==> config.mk <==
export PLATFORM = sky130hd
export DESIGN_NAME = sad_search_ctrl
export DESIGN_NICKNAME = d
export VERILOG_FILES = /design/src/rtl/sad_search_ctrl.sv
export SDC_FILE = /design/constraint.sdc
export NUM_CORES = 1
export LEC_CHECK = 0
export ABC_AREA = 1
export BUFFER_PORTS_ARGS = -buffer_cell sky130_fd_sc_hd__clkbuf_2
export CAP_MARGIN = 10
export CORE_ASPECT_RATIO = 1.25
export CORE_UTILIZATION = 50
export DETAILED_ROUTE_END_ITERATION = 8
export GPL_TIMING_DRIVEN = 0
export HOLD_SLACK_MARGIN = 0.05
export PLACE_DENSITY = 0.82
export SLEW_MARGIN = 20
export SYNTH_ARGS = -nofsm -noshare
export SYNTH_HDL_FRONTEND = slang
export SYNTH_SLANG_ARGS = --single-unit
export TNS_END_PERCENT = 20
==> constraint.sdc <==
create_clock -name clk -period 3.9 [get_ports clk]
set_input_delay 0.78 -clock clk [delete_from_list [all_inputs] [get_ports clk]]
set_output_delay 0.78 -clock clk [all_outputs]
set_load 0.02 [all_outputs]
==> src/rtl/sad_search_ctrl.sv <==
// Motion-search initiator: issues every candidate of a +/-RANGE window in raster
// order to the SAD engine and keeps the minimum of the in-order results.
module sad_search_ctrl #(
  parameter int RANGE = 8,
  parameter int SAD_W = 16,
  parameter int MV_W  = 5,
  parameter int CNT_W = 10
) (
  input  logic             clk,
  input  logic             rst,
  input  logic             start,
  input  logic             abort,
  input  logic             ref_rdy,
  output logic             cal_en,
  output logic [MV_W-1:0]  cand_mvx,
  output logic [MV_W-1:0]  cand_mvy,
  input  logic [SAD_W-1:0] sad,
  input  logic             sad_vld,
  output logic             busy,
  output logic             done,
  output logic [SAD_W-1:0] best_sad,
  output logic [MV_W-1:0]  best_mvx,
  output logic [MV_W-1:0]  best_mvy
);

  localparam logic [2:0] S_IDLE  = 3'd0;
  localparam logic [2:0] S_ISSUE = 3'd1;
  localparam logic [2:0] S_DRAIN = 3'd2;
  localparam logic [2:0] S_FLUSH = 3'd3;
  localparam logic [2:0] S_DONE  = 3'd4;

  localparam int              NCAND    = (2 * RANGE + 1) * (2 * RANGE + 1);
  localparam logic [MV_W-1:0] MV_MAX   = MV_W'(RANGE);
  localparam logic [MV_W-1:0] MV_MIN   = MV_W'(-RANGE);
  localparam logic [CNT_W-1:0] LAST_CNT = CNT_W'(NCAND - 1);

  logic [2:0]       state_reg, state_next;
  logic [MV_W-1:0]  ix_reg, ix_next, iy_reg, iy_next;
  logic [MV_W-1:0]  rx_reg, rx_next, ry_reg, ry_next;
  logic [CNT_W-1:0] res_cnt_reg, res_cnt_next;
  logic [CNT_W-1:0] out_cnt_reg, out_cnt_next;
  logic [SAD_W-1:0] min_sad_reg, min_sad_next;
  logic [MV_W-1:0]  min_mvx_reg, min_mvx_next, min_mvy_reg, min_mvy_next;
  logic [SAD_W-1:0] best_sad_reg;
  logic [MV_W-1:0]  best_mvx_reg, best_mvy_reg;

  logic active, accept, cmp_en, last_issue, last_result;

  assign active = (state_reg == S_ISSUE) || (state_reg == S_DRAIN);
  // abort suppresses the strobe in the very cycle it is seen
  assign cal_en = (state_reg == S_ISSUE) && ref_rdy && !abort;
  // results are only meaningful while something is (or is just being) in flight
  assign accept      = sad_vld && ((out_cnt_reg != '0) || cal_en);
  assign cmp_en      = accept && active;
  assign last_issue  = cal_en && (ix_reg == MV_MAX) && (iy_reg == MV_MAX);
  assign last_result = cmp_en && (res_cnt_reg == LAST_CNT);

  always_comb begin
    state_next   = state_reg;
    ix_next      = ix_reg;
    iy_next      = iy_reg;
    rx_next      = rx_reg;
    ry_next      = ry_reg;
    res_cnt_next = res_cnt_reg;
    out_cnt_next = out_cnt_reg;
    min_sad_next = min_sad_reg;
    min_mvx_next = min_mvx_reg;
    min_mvy_next = min_mvy_reg;

    case ({cal_en, accept})
      2'b10:   out_cnt_next = out_cnt_reg + 1'b1;
      2'b01:   out_cnt_next = out_cnt_reg - 1'b1;
      default: out_cnt_next = out_cnt_reg;
    endcase

    if (cal_en) begin
      ix_next = (ix_reg == MV_MAX) ? MV_MIN : ix_reg + 1'b1;
      iy_next = (ix_reg == MV_MAX) ? iy_reg + 1'b1 : iy_reg;
    end

    if (cmp_en) begin
      rx_next      = (rx_reg == MV_MAX) ? MV_MIN : rx_reg + 1'b1;
      ry_next      = (rx_reg == MV_MAX) ? ry_reg + 1'b1 : ry_reg;
      res_cnt_next = res_cnt_reg + 1'b1;
      if (sad < min_sad_reg) begin
        min_sad_next = sad;
        min_mvx_next = rx_reg;
        min_mvy_next = ry_reg;
      end
    end

    case (state_reg)
      S_IDLE: begin
        if (start) begin
          state_next   = S_ISSUE;
          ix_next      = MV_MIN;
          iy_next      = MV_MIN;
          rx_next      = MV_MIN;
          ry_next      = MV_MIN;
          res_cnt_next = '0;
          min_sad_next = '1;
          min_mvx_next = '0;
          min_mvy_next = '0;
        end
      end
      S_ISSUE: begin
        if (abort)            state_next = S_FLUSH;
        else if (last_result) state_next = S_DONE;
        else if (last_issue)  state_next = S_DRAIN;
      end
      S_DRAIN: begin
        if (abort)            state_next = S_FLUSH;
        else if (last_result) state_next = S_DONE;
      end
      S_FLUSH: begin
        if (out_cnt_next == '0) state_next = S_IDLE;
      end
      S_DONE:  state_next = S_IDLE;
      default: state_next = S_IDLE;
    endcase
  end

  always_ff @(posedge clk) begin
    if (rst) begin
      state_reg    <= S_IDLE;
      ix_reg       <= '0;
      iy_reg       <= '0;
      rx_reg       <= '0;
      ry_reg       <= '0;
      res_cnt_reg  <= '0;
      out_cnt_reg  <= '0;
      min_sad_reg  <= '1;
      min_mvx_reg  <= '0;
      min_mvy_reg  <= '0;
      best_sad_reg <= '0;
      best_mvx_reg <= '0;
      best_mvy_reg <= '0;
    end else begin
      state_reg   <= state_next;
      ix_reg      <= ix_next;
      iy_reg      <= iy_next;
      rx_reg      <= rx_next;
      ry_reg      <= ry_next;
      res_cnt_reg <= res_cnt_next;
      out_cnt_reg <= out_cnt_next;
      min_sad_reg <= min_sad_next;
      min_mvx_reg <= min_mvx_next;
      min_mvy_reg <= min_mvy_next;
      // winner includes the final result accepted on the way into DONE
      if (state_next == S_DONE) begin
        best_sad_reg <= min_sad_next;
        best_mvx_reg <= min_mvx_next;
        best_mvy_reg <= min_mvy_next;
      end
    end
  end

  assign cand_mvx = ix_reg;
  assign cand_mvy = iy_reg;
  assign busy     = (state_reg != S_IDLE);
  assign done     = (state_reg == S_DONE);
  assign best_sad = best_sad_reg;
  assign best_mvx = best_mvx_reg;
  assign best_mvy = best_mvy_reg;

endmodule
==> impl_metrics.ini <==
[grt]
grt_max_degree = 15
grt_pass1_vias = 4736
grt_first_pass_wirelength_um = 20500
grt_use_total_pct = 24.1
gr-total-overflow = 0
antenna_found_initial = 0

[placed_design]
postPlaceCellArea_mm2 = 0.00567
dpl.hpwl_um = 9260
gp_congestion = 0.851
portBuffers = 59

[die]
die_width_um = 93.3
start_util_pct = 51.6
fp.dieH_um = 116
rows = 41
coreArea_mm2 = 0.0101
dieArea_mm2 = 0.0108
pin_count = 61

[worst_setup_path]
cp-start-kind = input pin
criticalPathCategory = input pin to flip-flop
required_ps = 4120
slowest_delay_ps = 410
crit_path_end_kind = flip-flop
path_max_fanout = 10
slowest_stage = ha_1
crit_top_cell = nand2_1
r2r_slack_ps = 760
worstPathArrival_ps = 3380
crit_chain = clkbuf_2 -> inv_1 -> nor2_2 -> nand2_2 -> nand3_2 -> nand2_1 -> inv_1 -> ha_1 -> inv_1 -> fa_1 -> inv_1 -> nand2_1 -> nand2_1 -> nand3_1 -> nand2_1 -> nand2_1 -> nand3_1 -> nand2_1 -> inv_1 -> nand2_1 -> nor2_1 -> nand3_1 -> nand2_1 -> a21oi_1

[synth]
synth_edf_count = 0
synth.distinct_cells = 37
synth_area_leader_cell = dfxtp_1
yosysSeqAreaShare_pct = 36.5
synth.yosys.warnings = 0
synthCells = 764
synth_fp_nets = 820
synth_top_area_share_pct = 36.5
syn_area_mm2 = 0.00521
yosysMostFrequentCell = nand2_1
ys_top_cells_by_count = 155 x nand2_1, 124 x inv_1, 95 x dfxtp_1
synth_area_leaders = dfxtp_1 36%, nand2_1 11%, inv_1 8.9%
synthArstFlopShare_pct = 0
synth_seq_cells = 95
synth.avg_cell_area_um2 = 6.82
ys.flop_type = dfxtp_1

[route]
drtAntennaViolNets = 0
drtIter0Drc = 260
first_pass_iters = 5
vias_per_cell = 5.26
routed_wirelength_um = 12500
avgRoutedWirePerCell_um = 12.9
drc = 0
vias = 5091

[finish]
num-nets-final = 890
multi_input_area_mm2 = 0.00270
fillers = 965
num_antenna_cells = 0
finish.instance_area_mm2 = 0.00597
ff_latch_area_mm2 = 0.00190
drive_above_1_share_pct = 12.3
synthToLayoutAreaGrowth_pct = 14.5

[timing]
slew_viol_final = 0
finClkSkew_ps = 8.06
hold_viol = 0
worst_pin_slew_ps = 722
tns_ps = 0
relSlewSlack_pct = 51.9
period_needed_ps = 3160
finalSetupViolations = 0
timing.fmax_mhz = 317
post-route-period-util_pct = 81.0
rsz0062_at_grt = no

[outcome]
status = complete, no violations

[cts]
clk_pin_slew_ps = 60
h-tree-depth = 3
cts_buffer_depth = 2
cts.hold.buffers_added = 0
clockRootBuffer = clkbuf_16
cts_setup_buffers = 0
ctsResizeCount = 0
cts_inserted_buffers = 9
clock_latency_ps = 350
cts_tree = built
cts.sinks = 95

[hold_path]
worstHoldPathType = flip-flop to flip-flop

[power]
cellLeakagePower_nw = 3.11
power_density_mw_per_mm2 = 542
max-vdd-ir-drop_mv = 0.318

[flow_run]
maxCapViolCount = 0
power by group:
| part | switching [mW] | internal, mW |
|---|---|---|
| Clock | 0.366 | 0.527 |
| Combinational | 0.773 | 0.416 |
| Sequential | 0.0792 | 1.07 |
per-stage QoR:
stage / utilization (%) / cells / power (mW) / hold slack, ps / setup slack, ps
2_1_floorplan: - / 764 / 2.09 / 450 / 890
3_3_place_gp: 56.1 / 952 / 2.31 / 459 / 448
3_5_place_dp: 56.1 / 952 / 2.35 / 465 / 400
4_1_cts: 59.1 / 967 / 3.24 / 480 / 751
5_1_grt: 59.1 / 967 / 3.46 / 508 / 366
6_report: 59.1 / 967 / 3.24 / 477 / 742
cell type report:
cell class | count | share of cell area (%)
inverters | 126 | 7.92
plain buffers | 28 | 2.37
repair buffers | 59 | 4.95
multi-input cells | 515 | 45.2
clock inverters | 3 | 0.713
flip-flops and latches | 95 | 31.9
well taps | 129 | 2.70
clock buffers | 12 | 4.30
metal layers:
metal	wire (µm)	global-route usage (%)
met5	0	0
met4	352	11.0
met3	643	5.34
met2	6100	43.1
met1	5420	27.2
cells by family after synthesis:
logic type	share of synthesized area (%)
and+or+nand+nor	33.5
buffers and inverters	11.8
DFF	36.5
AOI/OAI and AO/OA	8.57
adders and majority gates	8.31
xor gates and xnor gates	1.34
cell usage in the layout (no fill, tap or decap), types with 3 or more instances in the layout:
master,count
o21ai_1,3
dfxtp_1,95
nand3_2,3
nor2_1,94
clkbuf_2,59
xor2_1,7
clkbuf_1,13
inv_1,124
nor3_1,17
a21oi_1,43
clkbuf_16,9
nand4_1,34
nand3_1,73
nand2_1,155
buf_2,11
o21ai_0,31
ha_1,33
final timing paths:
check,startpoint,to,cells past startpoint
setup reg to reg,state_reg[0],state_reg[1],23
setup / recovery,ref_rdy,state_reg[1],24
hold reg to reg,min_sad_reg[1],min_sad_reg[1],2
hold / removal,min_sad_reg[1],min_sad_reg[1],2
worst max-delay path, delay by kind of cell:
| family | cells | cell delay (ps) |
|---|---|---|
| AO/OA/AOI/OAI | 1 | 60 |
| adder cells (fa/ha/maj) | 2 | 810 |
| buffers and inverters | 6 | 410 |
| AND/OR/NAND/NOR | 15 | 1310 |
(Power assumes the default switching activity.)
